`src/rtl/vga_pkg.sv`:
```
// Shared VGA raster constants and coordinate type for the timing generator and renderers.
// Count space is sync -> back porch -> active -> front porch.
package vga_pkg;

  localparam int unsigned H_SYNC = 96;
  localparam int unsigned H_BP   = 48;
  localparam int unsigned H_ACT  = 640;
  localparam int unsigned H_FP   = 16;
  localparam int unsigned V_SYNC = 2;
  localparam int unsigned V_BP   = 33;
  localparam int unsigned V_ACT  = 480;
  localparam int unsigned V_FP   = 10;

  localparam int unsigned H_TOTAL     = H_SYNC + H_BP + H_ACT + H_FP;
  localparam int unsigned V_TOTAL     = V_SYNC + V_BP + V_ACT + V_FP;
  localparam int unsigned H_ACT_START = H_SYNC + H_BP;
  localparam int unsigned V_ACT_START = V_SYNC + V_BP;

  typedef logic [9:0] coord_t;

endpackage

```
`src/rtl/vga_sync_delay.sv`:
```
// Depth x Width shift register advancing on en_i, with a per-bit reset value.
// Depth = 0 degenerates to a combinational pass-through.
module vga_sync_delay #(
  parameter int unsigned      Depth  = 1,
  parameter int unsigned      Width  = 1,
  parameter logic [Width-1:0] RstVal = '0
) (
  input  logic             clk_i,
  input  logic             rst_ni,
  input  logic             en_i,
  input  logic [Width-1:0] d_i,
  output logic [Width-1:0] q_o
);

  if (Depth == 0) begin : g_bypass
    logic unused_ctrl;
    assign unused_ctrl = ^{clk_i, rst_ni, en_i};
    assign q_o         = d_i;
  end else begin : g_shift
    logic [Width-1:0] stage_q [Depth];
    logic [Width-1:0] stage_d [Depth];

    always_comb begin
      stage_d = stage_q;
      if (en_i) begin
        stage_d[0] = d_i;
        for (int unsigned i = 1; i < Depth; i++) begin
          stage_d[i] = stage_q[i-1];
        end
      end
    end

    always_ff @(posedge clk_i or negedge rst_ni) begin
      if (!rst_ni) begin
        for (int unsigned i = 0; i < Depth; i++) begin
          stage_q[i] <= RstVal;
        end
      end else begin
        stage_q <= stage_d;
      end
    end

    assign q_o = stage_q[Depth-1];
  end

endmodule

```
`src/rtl/vga_timing_gen.sv`:
```
// 640x480@60 raster timing: pixel-clock divider, x/y counters, delayed sync/blank, frame pulse.
// Counters are undelayed; sync/blank are aligned to the downstream colour register stage.
module vga_timing_gen #(
  parameter int unsigned H_SYNC   = vga_pkg::H_SYNC,
  parameter int unsigned H_BP     = vga_pkg::H_BP,
  parameter int unsigned H_ACT    = vga_pkg::H_ACT,
  parameter int unsigned H_FP     = vga_pkg::H_FP,
  parameter int unsigned V_SYNC   = vga_pkg::V_SYNC,
  parameter int unsigned V_BP     = vga_pkg::V_BP,
  parameter int unsigned V_ACT    = vga_pkg::V_ACT,
  parameter int unsigned V_FP     = vga_pkg::V_FP,
  parameter int unsigned CLK_DIV  = 2,
  parameter int unsigned SYNC_DLY = 1
) (
  input  logic            clk,
  input  logic            rst_n,
  output logic            vga_clk,
  output logic            pix_tick,
  output vga_pkg::coord_t counter_x,
  output vga_pkg::coord_t counter_y,
  output logic            hsync,
  output logic            vsync,
  output logic            blank_n,
  output logic            sync_n,
  output logic            frame_start
);

  localparam int unsigned HTotal    = H_SYNC + H_BP + H_ACT + H_FP;
  localparam int unsigned VTotal    = V_SYNC + V_BP + V_ACT + V_FP;
  localparam int unsigned HActStart = H_SYNC + H_BP;
  localparam int unsigned VActStart = V_SYNC + V_BP;
  localparam int unsigned HActEnd   = HActStart + H_ACT;
  localparam int unsigned VActEnd   = VActStart + V_ACT;
  localparam int unsigned DivW      = (CLK_DIV > 2) ? $clog2(CLK_DIV) : 1;

  localparam logic [DivW-1:0] DivLast = DivW'(CLK_DIV - 1);
  localparam logic [DivW-1:0] DivHalf = DivW'(CLK_DIV / 2);

  if ((CLK_DIV < 2) || (CLK_DIV % 2 != 0)) begin : g_bad_div
    $error("vga_timing_gen: CLK_DIV must be even and >= 2");
  end
  if ((HTotal > 1024) || (VTotal > 1024)) begin : g_bad_total
    $error("vga_timing_gen: H_TOTAL and V_TOTAL must be <= 1024");
  end

  logic [DivW-1:0] div_q, div_d;
  logic            vga_clk_q, vga_clk_d;
  logic            frame_q, frame_d;
  vga_pkg::coord_t x_q, x_d, y_q, y_d;
  logic            x_last, y_last;
  logic            hs_raw, vs_raw, act;
  logic [2:0]      tim_raw, tim_dly;

  always_comb begin
    x_last    = (x_q == vga_pkg::coord_t'(HTotal - 1));
    y_last    = (y_q == vga_pkg::coord_t'(VTotal - 1));
    pix_tick  = (div_q == DivLast);
    div_d     = pix_tick ? '0 : div_q + 1'b1;
    // Registered so vga_clk is glitch-free; high for the upper half of the divider count.
    vga_clk_d = (div_d >= DivHalf);
    x_d       = x_q;
    y_d       = y_q;
    if (pix_tick) begin
      x_d = x_last ? '0 : x_q + 1'b1;
      if (x_last) begin
        y_d = y_last ? '0 : y_q + 1'b1;
      end
    end
    frame_d = pix_tick && x_last && y_last;
  end

  // 11-bit compares so an active window ending exactly at 1024 still decodes correctly.
  always_comb begin
    hs_raw = ({1'b0, x_q} >= 11'(H_SYNC));
    vs_raw = ({1'b0, y_q} >= 11'(V_SYNC));
    act    = ({1'b0, x_q} >= 11'(HActStart)) && ({1'b0, x_q} < 11'(HActEnd)) &&
             ({1'b0, y_q} >= 11'(VActStart)) && ({1'b0, y_q} < 11'(VActEnd));
  end

  always_ff @(posedge clk or negedge rst_n) begin
    if (!rst_n) begin
      div_q     <= '0;
      vga_clk_q <= 1'b0;
      frame_q   <= 1'b0;
      x_q       <= '0;
      y_q       <= '0;
    end else begin
      div_q     <= div_d;
      vga_clk_q <= vga_clk_d;
      frame_q   <= frame_d;
      x_q       <= x_d;
      y_q       <= y_d;
    end
  end

  assign tim_raw = {hs_raw, vs_raw, act};

  vga_sync_delay #(
    .Depth  (SYNC_DLY),
    .Width  (3),
    .RstVal (3'b110)
  ) u_sync_delay (
    .clk_i  (clk),
    .rst_ni (rst_n),
    .en_i   (pix_tick),
    .d_i    (tim_raw),
    .q_o    (tim_dly)
  );

  assign {hsync, vsync, blank_n} = tim_dly;
  assign vga_clk     = vga_clk_q;
  assign counter_x   = x_q;
  assign counter_y   = y_q;
  assign sync_n      = 1'b0;
  assign frame_start = frame_q;

endmodule

```
`config.mk`:
```
export PLATFORM = sky130hd
export DESIGN_NAME = vga_timing_gen
export DESIGN_NICKNAME = d
export VERILOG_FILES = /design/src/rtl/vga_pkg.sv /design/src/rtl/vga_sync_delay.sv /design/src/rtl/vga_timing_gen.sv
export SDC_FILE = /design/constraint.sdc
export NUM_CORES = 1
export LEC_CHECK = 0
export CAP_MARGIN = 20
export CORE_MARGIN = 8
export CORE_UTILIZATION = 44
export DETAILED_ROUTE_END_ITERATION = 6
export GPL_ROUTABILITY_DRIVEN = 0
export PLACE_DENSITY = 0.74
export SLEW_MARGIN = 20
export SYNTH_ARGS = -nofsm -noshare
export SYNTH_HDL_FRONTEND = slang
export SYNTH_SLANG_ARGS = --single-unit
```
`constraint.sdc`:
```
create_clock -name clk -period 1.5 [get_ports clk]
set_input_delay 0.375 -clock clk [delete_from_list [all_inputs] [get_ports clk]]
set_output_delay 0.375 -clock clk [all_outputs]
set_load 0.02 [all_outputs]
```
Yosys cells after proc, flatten, opt, wreduce, memory -nomap -nowiden. Cells that the tools add are included.

Output and inout port bits: 27. Logic and storage cells: 27. Input port bits: 2. Flip-flop bits (word level): 26.

Multiplexer cells: 3. Add/sub/neg operators: 3. Equality and inequality tests: 2. Magnitude comparators: 7. Reduce and logical (&&, ||, !) cells: 6.

Operator list (number): 10-bit by 1-bit adder with 10-bit output, second input constant (2); 10-bit == test, second input constant (2); 10-bit < comparator, second input constant (2); 10-bit 2-to-1 mux (2); 10-bit by 2-bit >= comparator with 1-bit output, second input constant (1); 10-bit by 6-bit >= comparator with 1-bit output, second input constant (1); 10-bit by 7-bit >= comparator with 1-bit output, second input constant (1); 10-bit by 8-bit >= comparator with 1-bit output, second input constant (1); 1-bit logical AND (5); 2-bit AND reduction (1); 1-bit adder, second input constant (1); 1-bit >= comparator, second input constant (1); 1-bit 2-to-1 mux (1).

Depth between registers and ports, before layout. Gate-level depths: netlist (run 1).

Depth in word-level cells: 4. Gate-level depth with buffers: 6. Gate-level depth less buffers: 6.

Hierarchy. Synthesis (run 1) repeated with hierarchy kept, for this count alone.

Cells, all modules: 132. Area total of the unflattened synthesis: 1387.6 µm².

Modules (own cells, without submodules): vga_timing_gen (area each 1276.2 µm², cells each 126, seq. area each 550.5 µm², instances 1); vga_sync_delay (area each 111.4 µm², cells each 6, seq. area each 77.6 µm², instances 1).

Worst setup path after synthesis (run 1). OpenSTA, ideal clock, no wires.

Kind: register to register. Start point: register y_q[0], in the netlist counter_y[0]. End point: register u_sync_delay.g_shift.stage_q, in the netlist u_sync_delay.q_o[0]. Path slack: -0.270 ns. Period minus slack after synthesis: 1.770 ns. Arrival: 1.641 ns. Path buffers: 0. Cell stages (with the launch flop): 6. Setup time: 0.129 ns. Required time: 1.371 ns. Cell sequence: dfrtp_1 > ha_1 > or4_1 > a21oi_1 > a2bb2oi_1 > o2bb2ai_1.

Cells in the longest elaborated chain, start to end: 3. Elaborated cells on any way between the ends: 4. Classes of those cells: order compare (2); reduce/logical (2).

Ends and longest elaborated chain: start, declared (RTL line vga_timing_gen.sv:49) `vga_pkg::coord_t x_q, x_d, y_q, y_d;`; start signal, assigned (RTL line vga_timing_gen.sv:92) `y_q <= y_d;`; 10-bit by 6-bit >= comparator with 1-bit output (RTL line vga_timing_gen.sv:77) `({1'b0, y_q} >= 11'(VActStart)) && ({1'b0, y_q} < 11'(VActEnd));`; 1-bit logical AND (RTL line vga_timing_gen.sv:76) `act = ({1'b0, x_q} >= 11'(HActStart)) && ({1'b0, x_q} < 11'(HActEnd)) &&`; 1-bit logical AND * (RTL line vga_timing_gen.sv:77); end signal, assigned by index (RTL line vga_sync_delay.sv:36) `stage_q[i] <= RstVal;`; end signal, assigned (RTL line vga_sync_delay.sv:39) `stage_q <= stage_d;`; end, declared (RTL line vga_sync_delay.sv:20) `logic [Width-1:0] stage_q [Depth];`.

Mark *: on every way between the ends. The rest lies on a longest branch, timed or not. A chain may end at the register's enable or synchronous reset.

Final worst setup path (run 1).
Start point: register y_q[7], in the netlist counter_y[7]. End point: register y_q[0], in the netlist counter_y[0].

Cells in the longest elaborated chain, start to end: 2.

Ends and longest elaborated chain: 10-bit == test (RTL line vga_timing_gen.sv:56) `y_last = (y_q == vga_pkg::coord_t'(VTotal - 1));`; 10-bit 2-to-1 mux (RTL line vga_timing_gen.sv:66) `y_d = y_last ? '0 : y_q + 1'b1;`.

No other way between the ends.

==> summary.md, run 1 <==
| Metric | Value |
|---|---|
| Peak Freq | `0.593 GHz` |
| Post-synthesis sequential area ratio | `47.9%` |
| MaxCap Viol Count | `0` |
| Gr ovfl total | `0` |
| First-pass GRT wire length | `5860 um` |
| Total Wirelength | `3600 um` |
| Reg clk slew, reported paths | `0.14 ns` |
| Top-area cell type share of the netlist area | `43.9%` |
| Antenna diodes | `0` |
| Slowest CP cell | `or4_4` |
| CP Data Arrival Time | `1.92 ns` |
| CP top delay family | `simple AND/OR/NAND/NOR gates` |
| Final slew viol count | `0` |
| Startpoint Class | `register` |
| Vias per cell | `5.45` |
| DR iter-0 viols | `85` |
| Antenna Nets Post-Route | `0` |
| Normalized max-slew margin | `68.1%` |
| Post-synth EDFFs | `0` |
| Design area | `1970 um2` |
| R2R cell count | `4` |
| Tmin final | `1.69 ns` |
| GRT Overall Usage | `14.3%` |
| Worst path required time | `1.73 ns` |
| Finished Layout Cells | `233` |
| Hold Crit Class | `in2async` |
| Failing checks | `negative setup slack` |
| Die Wd | `70.6 um` |
| DP HPWL | `2660 um` |
| IO Count | `29` |
| Final nets | `208` |
| Avg Inst Size Synth | `9.92 um2` |
| Area growth syn-to-layout | `50.5%` |
| R2r setup slk | `-0.19 ns` |
| Cell area power density | `511 nW/um2` |
| Row count | `20` |
| H-tree levels | `1` |
| Critical Path Max Stage Delay | `0.45 ns` |
| Cells after Synth | `132` |
| TritonCTS buffer count | `3` |
| Worst setup EP type | `register` |
| Final Hold Viols | `0` |
| Vias in the first global route | `1292` |
| Core Area | `2950 um2` |
| Met2 wire len | `1850 um` |
| R2r endpoint | `counter_y[0]` |
| Synth top cells by count | `dfrtp_1 (23), nor2_1 (12), inv_1 (8), nand3_1 (8), nand4_1 (8)` |
| Worst Path Max Fanout | `2` |
| Total number of vias | `1269` |
| Main flop type after synthesis | `dfrtp_1` |
| RSZ-0062 raised after global routing | `yes` |
| Count leader, synth | `dfrtp_1` |
| DIE AREA | `4980 um2` |
| Worst path cell trace | `or3_4 > or4_4 > nor3b_2 > a21o_1` |
| Final WS setup | `-0.187 ns` |
| YS warnings | `0` |
| Placed Instances | `223` |
| Top cells by area, synth | `dfrtp_1 (44%), ha_1 (4.8%), xnor2_1 (4.7%)` |
| Root Buffer | `clkbuf_4` |
| DR pass1 iterations | `4` |
| Mapped cell area | `1310 um2` |
| Clock tree buffer depth | `2` |
| Die Height | `70.6 um` |
| Critical path class | `reg2reg` |
| Peak supply drop | `0.273 mV` |
| Placed Area | `1910 um2` |
| Final period util | `112%` |
| Port Buffers | `27` |
| Tightest hold margin | `0.392 ns` |
| Synth area leader | `dfrtp_1` |
| CTS tree | `yes` |
| FF+latch count, synth | `25` |
| Worst-margin pin slew | `0.466 ns` |
| Metal3 WL | `199 um` |
| Post-Syn Nets | `139` |
| Starting Density | `44.4%` |
| Highest routed layer | `met4` |
| Largest net degree at the start of global routing | `26` |
| Share of cells above drive strength 1 | `53.5%` |
| Worst Path Buf+Inv | `0` |
| Clock skew | `0.00343 ns` |
| WL/cell | `15.4 um` |
| Status | `finished, violations left` |
| Residual DRC | `0` |
| Routed met1 length | `1530 um` |
| Async SR Flop Fraction | `100%` |
| Pleak | `0.945 nW` |
| Finish-stage setup viols | `9` |
| Worst R2R Start | `counter_y[7]` |
| Worst skew pair latency | `0.33 ns` |
| Initial antenna violation count | `0` |
| CTS sink count | `25` |
| Post-synthesis cell type count | `40` |
area by class of cell:
cell class              count  area [um2]
fillers                   255         981
multi-input cells          92         692
flip-flops and latches     25         647
repair buffers             71         534
well taps                  33        41.3
inverters                   8        30.0
clock buffers               3        22.5
clock inverters             1        5.00
metal layers:
metal  track usage [%]  up-vias
li1                  -      603
met1              16.1      628
met2              25.7       36
met3              3.95        2
met4              4.16        0
met5                 0        -
worst reg2reg max path, stage by stage (launching register included):
cell and delay [ns]:
dfrtp_2 0.43, or3_4 0.38, or4_4 0.45, nor3b_2 0.17
a21o_1 0.16
stage by stage:
stage	TNS [ns]	setup slack, ns	total power, mW	util [%]
final	-0.716	-0.187	1.01	66.8
after global routing	-1.28	-0.205	1.04	66.8
after global placement	-0.572	-0.119	0.707	64.6
after floorplan	-0.841	-0.200	0.691	-
after detailed placement	-0.933	-0.200	0.707	64.6
after CTS	-0.956	-0.178	1.01	65.1
logic make-up after synthesis:
logic type               share of synthesized area [%]
AO/OA/AOI/OAI                                     9.17
XOR/XNOR                                          8.02
adder cells (fa/ha/maj)                           4.78
buffers and inverters                             5.06
flip-flops                                        47.9
multiplexers                                      2.39
other                                            0.286
AND/OR/NAND/NOR                                   22.4
how the worst max path moves through the flow:
stage	from	endpoint	cells past startpoint
2_1_floorplan	counter_y[7]	counter_y[0]	4
3_3_place_gp	counter_y[1]	u_sync_delay.q_o[0]	5
3_5_place_dp	counter_y[1]	u_sync_delay.q_o[0]	5
4_1_cts	counter_y[1]	u_sync_delay.q_o[0]	5
5_1_grt	counter_y[0]	counter_y[0]	6
6_report	counter_y[7]	counter_y[0]	4
cells in the final DEF (no fill, tap or decap), types with 2 or more instances in the layout:
cell type / count
buf_4: 38
dfrtp_2: 15
buf_2: 15
nor2_1: 10
nand4_1: 8
dfrtp_1: 8
xnor2_1: 7
nand3_1: 7
buf_6: 7
inv_1: 6
nand2_1: 6
xor2_1: 5
o21ai_0: 4
a21oi_1: 4
ha_1: 3
clkbuf_4: 3
clkdlybuf4s15_2: 3
clkbuf_2: 3
dlygate4sd2_1: 3
inv_2: 2
nor2_2: 2
or4_4: 2
mux2i_1: 2
nor3_1: 2
nor4_1: 2
or4_1: 2
dfstp_2: 2
flip-flops by register name, summed over array words and instances (netlist names):
register,flops
counter_x,10
counter_y,10
u_sync_delay.q_o,3
frame_start,1
pix_tick,1
report_power, final:
| group | total, mW | switching, mW | internal, mW |
|---|---|---|---|
| sequential | 0.674 | 0 | 0.674 |
| combinational | 0.0194 | 0.0154 | 0.00398 |
| clock | 0.314 | 0.214 | 0.100 |
| total | 1.01 | 0.229 | 0.778 |
what timing repair did:
action,in CTS,in global routing
setup endpoints to repair,36,18
hold buffers,0,0
resized for setup,98,17
pin swaps,2,5
setup buffers,3,4
No activity file was read; power rests on OpenSTA's default activity.
==> run 2, diff against run 1 <==
CELL_PAD_IN_SITES_DETAIL_PLACEMENT = 1   (was not set)
CELL_PAD_IN_SITES_GLOBAL_PLACEMENT = 1   (was not set)
CORE_UTILIZATION = 34   (was 44)
PLACE_DENSITY = not set   (was 0.74)
PLACE_DENSITY_LB_ADDON = 0.1   (was not set)
==> run 2 against run 1 <==
The flow still finishes with violations (negative setup slack). Sequential share of layout area fell by 1.6 points. Routed wire length increased by 17%. Critical endpoint is now frame_start. Clock power increased by 31%. Cell count grew 6.0%. Worst setup slack got worse by 0.027 ns. Global-route usage is 0.28 points lower. Combinational power grew 29%. Critical path depth increased by 2. Highest routed layer unchanged. Critical path type unchanged. Fmax shrank 1.6%. Worst hold slack improved by 0.065 ns. First-iteration DRC count is 27% lower. Count of clock-buffer cells in the layout increased by 1.
==> summary.md, run 2 (same netlist as run 1, synthesis figures left out) <==
| Metric | Value |
|---|---|
| Status | `finished, violations left` |
| Failing checks | `negative setup slack` |
| Clock skew | `0.00226 ns (-0.00117 ns)` |
| Highest routed layer | `met4` |
| Tmin final | `1.71 ns (+0.0272 ns)` |
| Tightest hold margin | `0.457 ns (+0.0648 ns)` |
| Vias per cell | `5.07 (-6.9%)` |
| Final Power | `1.11 mW (+10%)` |
| DP HPWL | `3090 um (+16%)` |
| TritonCTS buffer count | `3 (unchanged)` |
| Share of cells above drive strength 1 | `52.3% (-1.2 points)` |
| Total Wirelength | `4210 um (+17%)` |
| Gr ovfl total | `0 (unchanged)` |
| Starting Density | `35.5% (-8.8 points)` |
| DR pass1 iterations | `2 (-2)` |
| Worst Path Buf+Inv | `2 (+2)` |
| Area growth syn-to-layout | `56.8%` |
| Hold Crit Class | `in2async` |
| Largest net degree at the start of global routing | `26 (unchanged)` |
| Final WS setup | `-0.214 ns (-0.0272 ns)` |
| RSZ-0062 raised after global routing | `yes` |
| MaxCap Viol Count | `0 (unchanged)` |
| Residual DRC | `0 (unchanged)` |
| Worst path required time | `1.72 ns (about the same)` |
| R2r setup slk | `-0.21 ns (-0.03 ns)` |
| Met2 wire len | `2260 um (+22%)` |
| Final slew viol count | `0 (unchanged)` |
| Antenna diodes | `0 (unchanged)` |
| Cell area power density | `540 nW/um2 (+5.8%)` |
| Worst skew pair latency | `0.27 ns (-0.06 ns)` |
| Critical Path Max Stage Delay | `0.52 ns (+0.07 ns)` |
| CP Data Arrival Time | `1.94 ns (+0.02 ns)` |
| First-pass GRT wire length | `6790 um (+16%)` |
| DR iter-0 viols | `62 (-27%)` |
| GRT Overall Usage | `14.1% (-0.28 points)` |
| CTS sink count | `25 (unchanged)` |
| Die Wd | `78.1 um (+11%)` |
| Reg clk slew, reported paths | `0.09 ns (-0.05 ns)` |
| Root Buffer | `clkbuf_8` |
| Worst Path Max Fanout | `5 (+3)` |
| IO Count | `29 (unchanged)` |
| Core Area | `3690 um2 (+25%)` |
| # hold bufs at CTS | `0 (unchanged)` |
| Clock tree buffer depth | `2 (unchanged)` |
| Peak Freq | `0.583 GHz (-1.6%)` |
| Total number of vias | `1252 (-1.3%)` |
| Pleak | `0.962 nW (+1.8%)` |
| R2r endpoint | `frame_start` |
| Worst setup EP type | `register` |
| Metal3 WL | `184 um (-7.5%)` |
| Initial antenna violation count | `0 (unchanged)` |
| Antenna Nets Post-Route | `0 (unchanged)` |
| Leading cell type in the layout, fill and taps excluded | `buf_4` |
| Final Hold Viols | `0 (unchanged)` |
| H-tree levels | `1 (unchanged)` |
| Critical path class | `reg2reg` |
| Placed Area | `1950 um2 (+2.0%)` |
| Final nets | `207 (-0.48%)` |
| WL/cell | `17.0 um (+10%)` |
| R2R cell count | `6 (+2)` |
| Die Height | `78.1 um (+11%)` |
| Slowest CP cell | `or4_4` |
| Peak supply drop | `0.289 mV (+5.8%)` |
| DIE AREA | `6090 um2 (+22%)` |
| Worst path cell trace | `inv_2 > ha_1 > nand4_1 > or4_4 > nor2_4 > buf_4` |
| Startpoint Class | `register` |
| Most frequent cells in the layout | `buf_4 (38), dfrtp_1 (12), dfrtp_2 (11)` |
| Port Buffers | `27 (unchanged)` |
| CP top delay family | `simple AND/OR/NAND/NOR gates` |
| Routed met1 length | `1690 um (+10%)` |
| Worst R2R Start | `counter_y[0]` |
| Vias in the first global route | `1371 (+6.1%)` |
| Finish-stage setup viols | `8 (-1)` |
| Row count | `22 (+10%)` |
| CTS tree | `yes` |
| Final period util | `114% (+1.8 points)` |
| Design area | `2050 um2 (+4.2%)` |
## run 2: changes by cell type in the layout (fill, tap and decap cells not counted), sizes merged
cell           delta
buf              -11
clkinv            -1
clkdlybuf4s15     +2
clkbuf            +7
dlygate4sd2       +2
## run 2: layer usage
layer  track usage [%]  vias up
li1                  -      595
met1              14.4      631
met2              25.6       19
met3              4.33        7
met4              6.30        0
met5                 0        -
## run 2: area by class of cell
cell class	count	area (um2)
fill	450	1630
multi-input combinational	92	734
sequential	25	642
timing repair buffer	70	543
tap	48	60.1
clock buffer	4	45.0
inverter	8	30.0
## run 2: worst max path at each step
stage	from	to	slack, ns	cells after the start
floorplan	counter_y[7]	counter_y[0]	-0.20	4
global placement	counter_y[1]	u_sync_delay.q_o[0]	-0.13	5
detailed placement	counter_y[1]	u_sync_delay.q_o[0]	-0.26	5
CTS	counter_y[1]	u_sync_delay.q_o[0]	-0.21	5
global route	counter_y[1]	frame_start	-0.30	6
finish	counter_y[0]	frame_start	-0.21	6
## run 2: metrics by stage
step                setup slack (ns)  TNS [ns]  instances  utilization (%)
finish                        -0.214     -1.32        247             55.7
CTS                           -0.207    -0.852        243             55.3
floorplan                     -0.200    -0.841        132                -
global placement              -0.131    -0.645        239             52.7
detailed placement            -0.256     -1.18        239             52.7
global route                  -0.300     -2.02        247             55.7
## run 2: where the power goes
part           leakage [nW]  internal [mW]  switching [mW]
combinational         0.629        0.00761          0.0175
sequential            0.311          0.673               0
clock                0.0228          0.191           0.221
total                 0.962          0.872           0.239
## run 2: repair_timing
| action | CTS | global route |
|---|---|---|
| gates resized for setup | 65 | 34 |
| setup endpoints to repair | 36 | 32 |
| pin swaps | 3 | 11 |
| cloned | 0 | 0 |
| buffers inserted | 0 | 4 |
